[config.mk]
export PLATFORM = sky130hd
export DESIGN_NAME = hpgp_tx_intlv_ctrl_flat
export DESIGN_NICKNAME = d
export VERILOG_FILES = /design/src/rtl/hpgp_tx_intlv_ctrl_if.sv /design/src/rtl/hpgp_tx_intlv_ctrl.sv /design/src/flat_wrapper.sv
export SDC_FILE = /design/constraint.sdc
export NUM_CORES = 1
export LEC_CHECK = 0
export BUFFER_PORTS_ARGS = -buffer_cell sky130_fd_sc_hd__buf_2
export CAP_MARGIN = 10
export CORE_MARGIN = 8
export CORE_UTILIZATION = 42
export CTS_CLUSTER_DIAMETER = 200
export DETAILED_ROUTE_END_ITERATION = 7
export GPL_ROUTABILITY_DRIVEN = 1
export MAX_ROUTING_LAYER = met4
export PLACE_DENSITY = 0.74
export SLEW_MARGIN = 20
export SYNTH_ARGS = -nofsm -noshare
export SYNTH_HDL_FRONTEND = slang
export SYNTH_SLANG_ARGS = --single-unit
[constraint.sdc]
create_clock -name clk -period 3.35 [get_ports clk]
set_input_delay 0.335 -clock clk [delete_from_list [all_inputs] [get_ports clk]]
set_output_delay 0.335 -clock clk [all_outputs]
set_load 0.03 [all_outputs]
[src/rtl/hpgp_tx_intlv_ctrl_if.sv]
// hpgp_tx_intlv_ctrl_if
//   Bundles the three buses of the TX interleaver controller: the symbol
//   input stream, the interleaved output stream and the external 2-port RAM.
//   master : controller side (drives in_ready, out_*, mem_* except mem_rdata)
//   slave  : environment side (encoder, mapper and RAM)
interface hpgp_tx_intlv_ctrl_if #(
    parameter int D_WIDTH = 2,
    parameter int A_WIDTH = 8
);
    logic [D_WIDTH-1:0] in_data;
    logic               in_valid;
    logic               in_ready;
    logic [D_WIDTH-1:0] out_data;
    logic               out_valid;
    logic               out_last;
    logic               out_ready;
    logic [A_WIDTH-1:0] mem_waddr;
    logic               mem_wen;
    logic [D_WIDTH-1:0] mem_wdata;
    logic [A_WIDTH-1:0] mem_raddr;
    logic               mem_ren;
    logic [D_WIDTH-1:0] mem_rdata;

    modport master (
        input  in_data, in_valid, out_ready, mem_rdata,
        output in_ready, out_data, out_valid, out_last,
               mem_waddr, mem_wen, mem_wdata, mem_raddr, mem_ren
    );

    modport slave (
        output in_data, in_valid, out_ready, mem_rdata,
        input  in_ready, out_data, out_valid, out_last,
               mem_waddr, mem_wen, mem_wdata, mem_raddr, mem_ren
    );
endinterface

[src/rtl/hpgp_tx_intlv_ctrl.sv]
// hpgp_tx_intlv_ctrl
//   TX turbo block interleaver controller. Symbols are written row-wise into
//   one bank of an external 2-port RAM while the other bank is read back
//   column-wise (ping-pong). Read data is buffered in a 2-entry skid FIFO so
//   the output sustains one symbol per cycle and holds steady under stall.
// Ports
//   clk    : clock, posedge
//   n_rst  : asynchronous active-low reset
//   bypass : (only with HPGP_TX_INTLV_BYPASS_EN) read block sequentially,
//            sampled when the reader starts a block
//   bus    : master modport of hpgp_tx_intlv_ctrl_if (in/out streams, RAM)
// Configuration macro: HPGP_TX_INTLV_BYPASS_EN
module hpgp_tx_intlv_ctrl #(
    parameter int D_WIDTH = 2,
    parameter int ROWS    = 8,
    parameter int COLS    = 16,
    parameter int A_WIDTH = 8
) (
    input logic clk,
    input logic n_rst,
`ifdef HPGP_TX_INTLV_BYPASS_EN
    input logic bypass,
`endif
    hpgp_tx_intlv_ctrl_if.master bus
);
    localparam int N  = ROWS * COLS;
    localparam int IW = A_WIDTH - 1;
    localparam int RW = (ROWS > 1) ? $clog2(ROWS) : 1;
    localparam int CW = (COLS > 1) ? $clog2(COLS) : 1;

    logic          wr_bank, rd_bank;
    logic [1:0]    full;
    logic [IW-1:0] wr_idx;
    logic [IW-1:0] acc;
    logic [RW-1:0] row;
    logic [CW-1:0] col;
    logic [IW-1:0] rd_addr;

    logic          wr_fire, rd_fire, rd_last, pop, credit_ok;
    logic [1:0]    fifo_cnt, occ;
    logic [1:0][D_WIDTH-1:0] fifo_data;
    logic [1:0]    fifo_last;
    logic          wptr, rptr;
    logic          infl, infl_last;

    // ---------------- write side ----------------
    assign wr_fire       = bus.in_valid && !full[wr_bank];
    assign bus.in_ready  = !full[wr_bank];
    assign bus.mem_wen   = wr_fire;
    assign bus.mem_waddr = {wr_bank, wr_idx};
    assign bus.mem_wdata = bus.in_data;

    // ---------------- read side -----------------
    assign pop     = (fifo_cnt != 2'd0) && bus.out_ready;
    assign occ     = fifo_cnt + {1'b0, infl};
    // A pop in this cycle frees a slot in time for the read issued now.
    assign credit_ok = (occ < 2'd2) || pop;
    assign rd_fire = full[rd_bank] && credit_ok;
    assign rd_last = (row == RW'(ROWS - 1)) && (col == CW'(COLS - 1));

`ifdef HPGP_TX_INTLV_BYPASS_EN
    logic [IW-1:0] seq;
    logic          byp_q, byp_now;
    // At block start the live port value decides; afterwards the latched one.
    assign byp_now = (seq == '0) ? bypass : byp_q;
    assign rd_addr = byp_now ? seq : acc;

    always_ff @(posedge clk or negedge n_rst) begin
        if (!n_rst) begin
            seq   <= '0;
            byp_q <= 1'b0;
        end else if (rd_fire) begin
            if (seq == '0) byp_q <= bypass;
            seq <= rd_last ? '0 : seq + IW'(1);
        end
    end
`else
    assign rd_addr = acc;
`endif

    assign bus.mem_ren   = rd_fire;
    assign bus.mem_raddr = {rd_bank, rd_addr};

    assign bus.out_valid = (fifo_cnt != 2'd0);
    assign bus.out_data  = fifo_data[rptr];
    assign bus.out_last  = fifo_last[rptr] && bus.out_valid;

    // Bank state and counters. The writer only sets and the reader only
    // clears full[], always on different banks in the same cycle.
    always_ff @(posedge clk or negedge n_rst) begin
        if (!n_rst) begin
            wr_bank <= 1'b0;
            wr_idx  <= '0;
            full    <= 2'b00;
            rd_bank <= 1'b0;
            row     <= '0;
            col     <= '0;
            acc     <= '0;
        end else begin
            if (wr_fire) begin
                if (wr_idx == IW'(N - 1)) begin
                    wr_idx        <= '0;
                    full[wr_bank] <= 1'b1;
                    wr_bank       <= ~wr_bank;
                end else begin
                    wr_idx <= wr_idx + IW'(1);
                end
            end
            if (rd_fire) begin
                if (rd_last) begin
                    full[rd_bank] <= 1'b0;
                    rd_bank       <= ~rd_bank;
                    row           <= '0;
                    col           <= '0;
                    acc           <= '0;
                end else if (row == RW'(ROWS - 1)) begin
                    // column done: next column starts at address col+1
                    row <= '0;
                    col <= col + CW'(1);
                    acc <= IW'(col) + IW'(1);
                end else begin
                    row <= row + RW'(1);
                    acc <= acc + IW'(COLS);
                end
            end
        end
    end

    // Skid FIFO: RAM data arrives the cycle after issue and is pushed then.
    always_ff @(posedge clk or negedge n_rst) begin
        if (!n_rst) begin
            fifo_data <= '0;
            fifo_last <= 2'b00;
            fifo_cnt  <= 2'd0;
            wptr      <= 1'b0;
            rptr      <= 1'b0;
            infl      <= 1'b0;
            infl_last <= 1'b0;
        end else begin
            infl      <= rd_fire;
            infl_last <= rd_fire && rd_last;
            if (infl) begin
                fifo_data[wptr] <= bus.mem_rdata;
                fifo_last[wptr] <= infl_last;
                wptr            <= ~wptr;
            end
            if (pop) rptr <= ~rptr;
            fifo_cnt <= fifo_cnt + {1'b0, infl} - {1'b0, pop};
        end
    end
endmodule

[src/flat_wrapper.sv]
// flat-port wrapper written by rule: the top's interface ports become plain ports
module hpgp_tx_intlv_ctrl_flat 
#(
    parameter int D_WIDTH = 2,
    parameter int ROWS    = 8,
    parameter int COLS    = 16,
    parameter int A_WIDTH = 8
)
  (clk, n_rst, bus_in_data, bus_in_valid, bus_out_ready, bus_mem_rdata, bus_in_ready, bus_out_data, bus_out_valid, bus_out_last, bus_mem_waddr, bus_mem_wen, bus_mem_wdata, bus_mem_raddr, bus_mem_ren);
  hpgp_tx_intlv_ctrl_if #(.D_WIDTH(D_WIDTH), .A_WIDTH(A_WIDTH)) bus_i ();
  input logic clk;
  input logic n_rst;
  input wire logic [$bits(bus_i.in_data)-1:0] bus_in_data;
  input wire logic [$bits(bus_i.in_valid)-1:0] bus_in_valid;
  input wire logic [$bits(bus_i.out_ready)-1:0] bus_out_ready;
  input wire logic [$bits(bus_i.mem_rdata)-1:0] bus_mem_rdata;
  output wire logic [$bits(bus_i.in_ready)-1:0] bus_in_ready;
  output wire logic [$bits(bus_i.out_data)-1:0] bus_out_data;
  output wire logic [$bits(bus_i.out_valid)-1:0] bus_out_valid;
  output wire logic [$bits(bus_i.out_last)-1:0] bus_out_last;
  output wire logic [$bits(bus_i.mem_waddr)-1:0] bus_mem_waddr;
  output wire logic [$bits(bus_i.mem_wen)-1:0] bus_mem_wen;
  output wire logic [$bits(bus_i.mem_wdata)-1:0] bus_mem_wdata;
  output wire logic [$bits(bus_i.mem_raddr)-1:0] bus_mem_raddr;
  output wire logic [$bits(bus_i.mem_ren)-1:0] bus_mem_ren;
  assign bus_i.in_data = bus_in_data;
  assign bus_i.in_valid = bus_in_valid;
  assign bus_i.out_ready = bus_out_ready;
  assign bus_i.mem_rdata = bus_mem_rdata;
  assign bus_in_ready = bus_i.in_ready;
  assign bus_out_data = bus_i.out_data;
  assign bus_out_valid = bus_i.out_valid;
  assign bus_out_last = bus_i.out_last;
  assign bus_mem_waddr = bus_i.mem_waddr;
  assign bus_mem_wen = bus_i.mem_wen;
  assign bus_mem_wdata = bus_i.mem_wdata;
  assign bus_mem_raddr = bus_i.mem_raddr;
  assign bus_mem_ren = bus_i.mem_ren;
  hpgp_tx_intlv_ctrl #(.D_WIDTH(D_WIDTH), .ROWS(ROWS), .COLS(COLS), .A_WIDTH(A_WIDTH)) u_core (.clk(clk), .n_rst(n_rst), .bus(bus_i));
endmodule
==> summary.txt <==
Drt
  – Pre-antenna DRT Iters: 4
  – Final WL: 3250 um
  – Drt drc: 0
  – Final ANT Viol Nets: 0
  – Drt initial violations: 28
  – Via Count: ~1200
  – Avg WL per Cell: about 14 um
  – Drt via density: between 5 and 6

Synth
  – Flops & latches, synth: 37
  – Mapped cell area: 1820 um2
  – Yosys Warn Count: 0
  – Post-synth ARST share: 100%
  – Cells after Synth: approximately 160
  – Post-synthesis mux area share: a little over a tenth
  – Synth unique cells: 37
  – Synth Area in Adders: approximately 5.5%
  – Compound-Gate Fraction of Synth Area: between 10% and 20%
  – Post-Synth Simple-Gate Area: around 12%
  – Number of flops mapped to enable cells by yosys: 0
  – Syn Area/Cell: 11.4 um2
  – Post-synthesis sequential area ratio: between 50 and 60%
  – Largest family of logic cells by synthesized area: simple AND/OR/NAND/NOR gates
  – Top FF cell, synth: dfrtp_1
  – XOR/XNOR Fraction of Synth Area: ~4.3%
  – Syn nets: around 180

Die
  – Core footprint: 4260 um2
  – Starting Density: approximately 43%
  – Row count: 24
  – I/O pins: 33
  – Chip width: approximately 82 um
  – Die Area: approximately 6700 um2
  – Die Ht: 81.7 um

Status
  – Status: complete, no violations

Critical path
  – Worst Setup End Kind: output port
  – Reg2reg path depth: 4
  – Worst setup path class: reg2out
  – CP Cell Sequence: ha_1, nor3b_2, a211oi_2, buf_2
  – CP max stage delay: 0.65 ns
  – Arr. time, crit path: 2.11 ns
  – Crit Path Max Fanout: 12
  – Worst Setup Start Kind: flop
  – Worst path required time: 3.01 ns
  – Worst path slowest cell: a211oi_2

GRT
  – Met1 Usage GRT: 12.9%
  – Initial antenna violation count: 0
  – Busiest grt layer: met2
  – Met3 usage in global routing: roughly 3.6%
  – Gr usage total: between 10% and 20%
  – Vias in the first global route: roughly 1200
  – First-pass GRT wire length: between 5000 and 6000 um
  – Grt ovf: 0
  – Largest net degree at the start of global routing: 38
  – Met2 Track Usage GR: 16.2%

STA
  – Max Slew Vio Count: 0
  – Minimum clock period: 2.45 ns
  – Final Hold Fails: 0
  – Final setup margin: 0.902 ns
  – Fin Clk Skew: about 0.0072 ns
  – Post-route setup TNS: 0 ns
  – Fmax: between 0.4 and 0.5 GHz
  – RSZ-0062 raised after global routing: no
  – Final period utilization: between 70% and 80%
  – Worst rel slew slack: a little under half
  – Final setup vio count: 0
  – Worst Tran Pin Value: about 0.8 ns

Run
  – Max-Cap Viols: 0

Cells and area
  – Area Overhead vs Synth: 12.2%
  – Fillcell total: about 400
  – Final net count: around 200
  – Share of cells above drive strength 1: 29.0%
  – Most frequent cells in the layout: dfrtp_1, buf_2, nand2_1
  – Antenna cells: 0
  – Commonest non-fill, non-tap cell in the layout: dfrtp_1

Clock network
  – Setup Fix Bufs, Post-CTS: 0
  – Worst-Skew Late Latency: between 0.2 and 0.3 ns
  – Cts repair resizes: 0
  – CTS tree: done
  – Cts hold-fix bufs: 0
  – Htree depth: 2
  – Clock root buffer: clkbuf_8
  – CTS Buf Count: 5
  – # clock sinks: 37
  – Max Root-Sink Buffers: 2
  – Clock Pin Slew Worst Setup and Hold Paths: roughly 0.070 ns

Place
  – HPWL Detailed: 2380 um
  – Port Buffer Count: 28
  – Pre-CTS setup slack: between 1 and 1.5 ns
  – RePlAce Congestion: about 0.82

Pwr
  – PD cells: about 800 nW/um2
  – Maximum VDD drop: 0.478 mV
  – Leakage power total: 0.939 nW
  – Final Power: ~1.6 mW

Min path
  – Hold WC Path Type: in2async
cells in the mapped netlist, types with 2 or more instances:
master | number | area, um2
a21oi_1 | 3 | 15.0
a31oi_1 | 2 | 12.5
and2_1 | 3 | 18.8
buf_2 | 2 | 10.0
buf_4 | 6 | 45.0
dfrtp_1 | 37 | 926
ha_1 | 8 | 100
inv_1 | 6 | 22.5
mux2_2 | 13 | 146
mux2i_1 | 5 | 50.1
nand2_1 | 17 | 63.8
nand2b_1 | 2 | 12.5
nand3_1 | 7 | 35.0
nand4_1 | 4 | 25.0
nor2_1 | 8 | 30.0
o21ai_1 | 3 | 15.0
o21ai_2 | 3 | 26.3
o22a_1 | 2 | 17.5
o2bb2ai_1 | 2 | 17.5
o31ai_1 | 2 | 15.0
xnor2_1 | 6 | 52.6
xor2_1 | 3 | 26.3
worst max-delay path, delay by kind of cell (launching register included):
kind,cells,cell delay [ns]
AOI/OAI and AO/OA,1,0.65
DFF,1,0.40
buffers and inverters,1,0.33
adders and majority gates,1,0.32
and+or+nand+nor,1,0.12
metal layers:
| layer | vias to the layer above | routed length [um] |
|---|---|---|
| met1 | 593 | 1590 |
| met5 | - | 0 |
| met3 | 7 | 214 |
| li1 | 610 | - |
| met4 | 0 | 54 |
| met2 | 31 | 1390 |
through the flow:
stage	cell area (um2)	utilization (%)	hold slack [ns]	cells
4_1_cts	2040	47.8	0.167	238
5_1_grt	2040	47.8	0.208	238
3_3_place_gp	1950	45.8	0.462	230
2_1_floorplan	1820	-	0.0394	159
3_5_place_dp	1950	45.8	0.467	230
6_report	2040	47.8	0.137	238
registers in the layout (all words and copies together) (netlist names):
signal / flops
u_core.row: 3
u_core.rd_bank: 1
u_core.fifo_cnt: 2
u_core.wr_idx: 7
u_core.wptr: 1
u_core.infl: 1
u_core.wr_bank: 1
u_core.col: 4
u_core.rptr: 1
u_core.fifo_data: 4
u_core.fifo_last: 2
u_core.acc: 7
u_core.full: 2
u_core.infl_last: 1
power breakdown:
| group | switching [mW] | internal, mW | total (mW) |
|---|---|---|---|
| registers | 0.128 | 0.566 | 0.694 |
| clock network | 0.150 | 0.144 | 0.294 |
| logic | 0.385 | 0.251 | 0.637 |
kinds of logic after synthesis:
kind of cell    after synthesis
buf+inv                      15
mux                          18
compound gates               26
xor+xnor                      9
simple gates                 46
flops                        37
fa+ha+maj                     8
final timing paths:
| check | from | to | slack [ns] |
|---|---|---|---|
| max | u_core.infl | bus_mem_ren | 0.90 |
| min | n_rst | u_core.acc[1] | 0.14 |
| max reg2reg | u_core.infl | u_core.row[2] | 1.33 |
| min reg2reg | u_core.acc[0] | u_core.acc[0] | 0.48 |
| max in group asynchronous | n_rst | u_core.row[1] | 2.71 |
| min in group clk | bus_mem_rdata[0] | u_core.fifo_data[2] | 0.30 |
cell type report:
| class | count | area [um2] | area share, % |
|---|---|---|---|
| Clock inverter | 2 | 10.0 | 0.491 |
| Tap cell | 52 | 65.1 | 3.19 |
| Multi-Input combinational cell | 107 | 801 | 39.3 |
| Clock buffer | 6 | 72.6 | 3.56 |
| Timing Repair Buffer | 28 | 140 | 6.88 |
| Inverter | 6 | 22.5 | 1.11 |
| Sequential cell | 37 | 926 | 45.5 |
No activity file was read; power rests on OpenSTA's default activity.
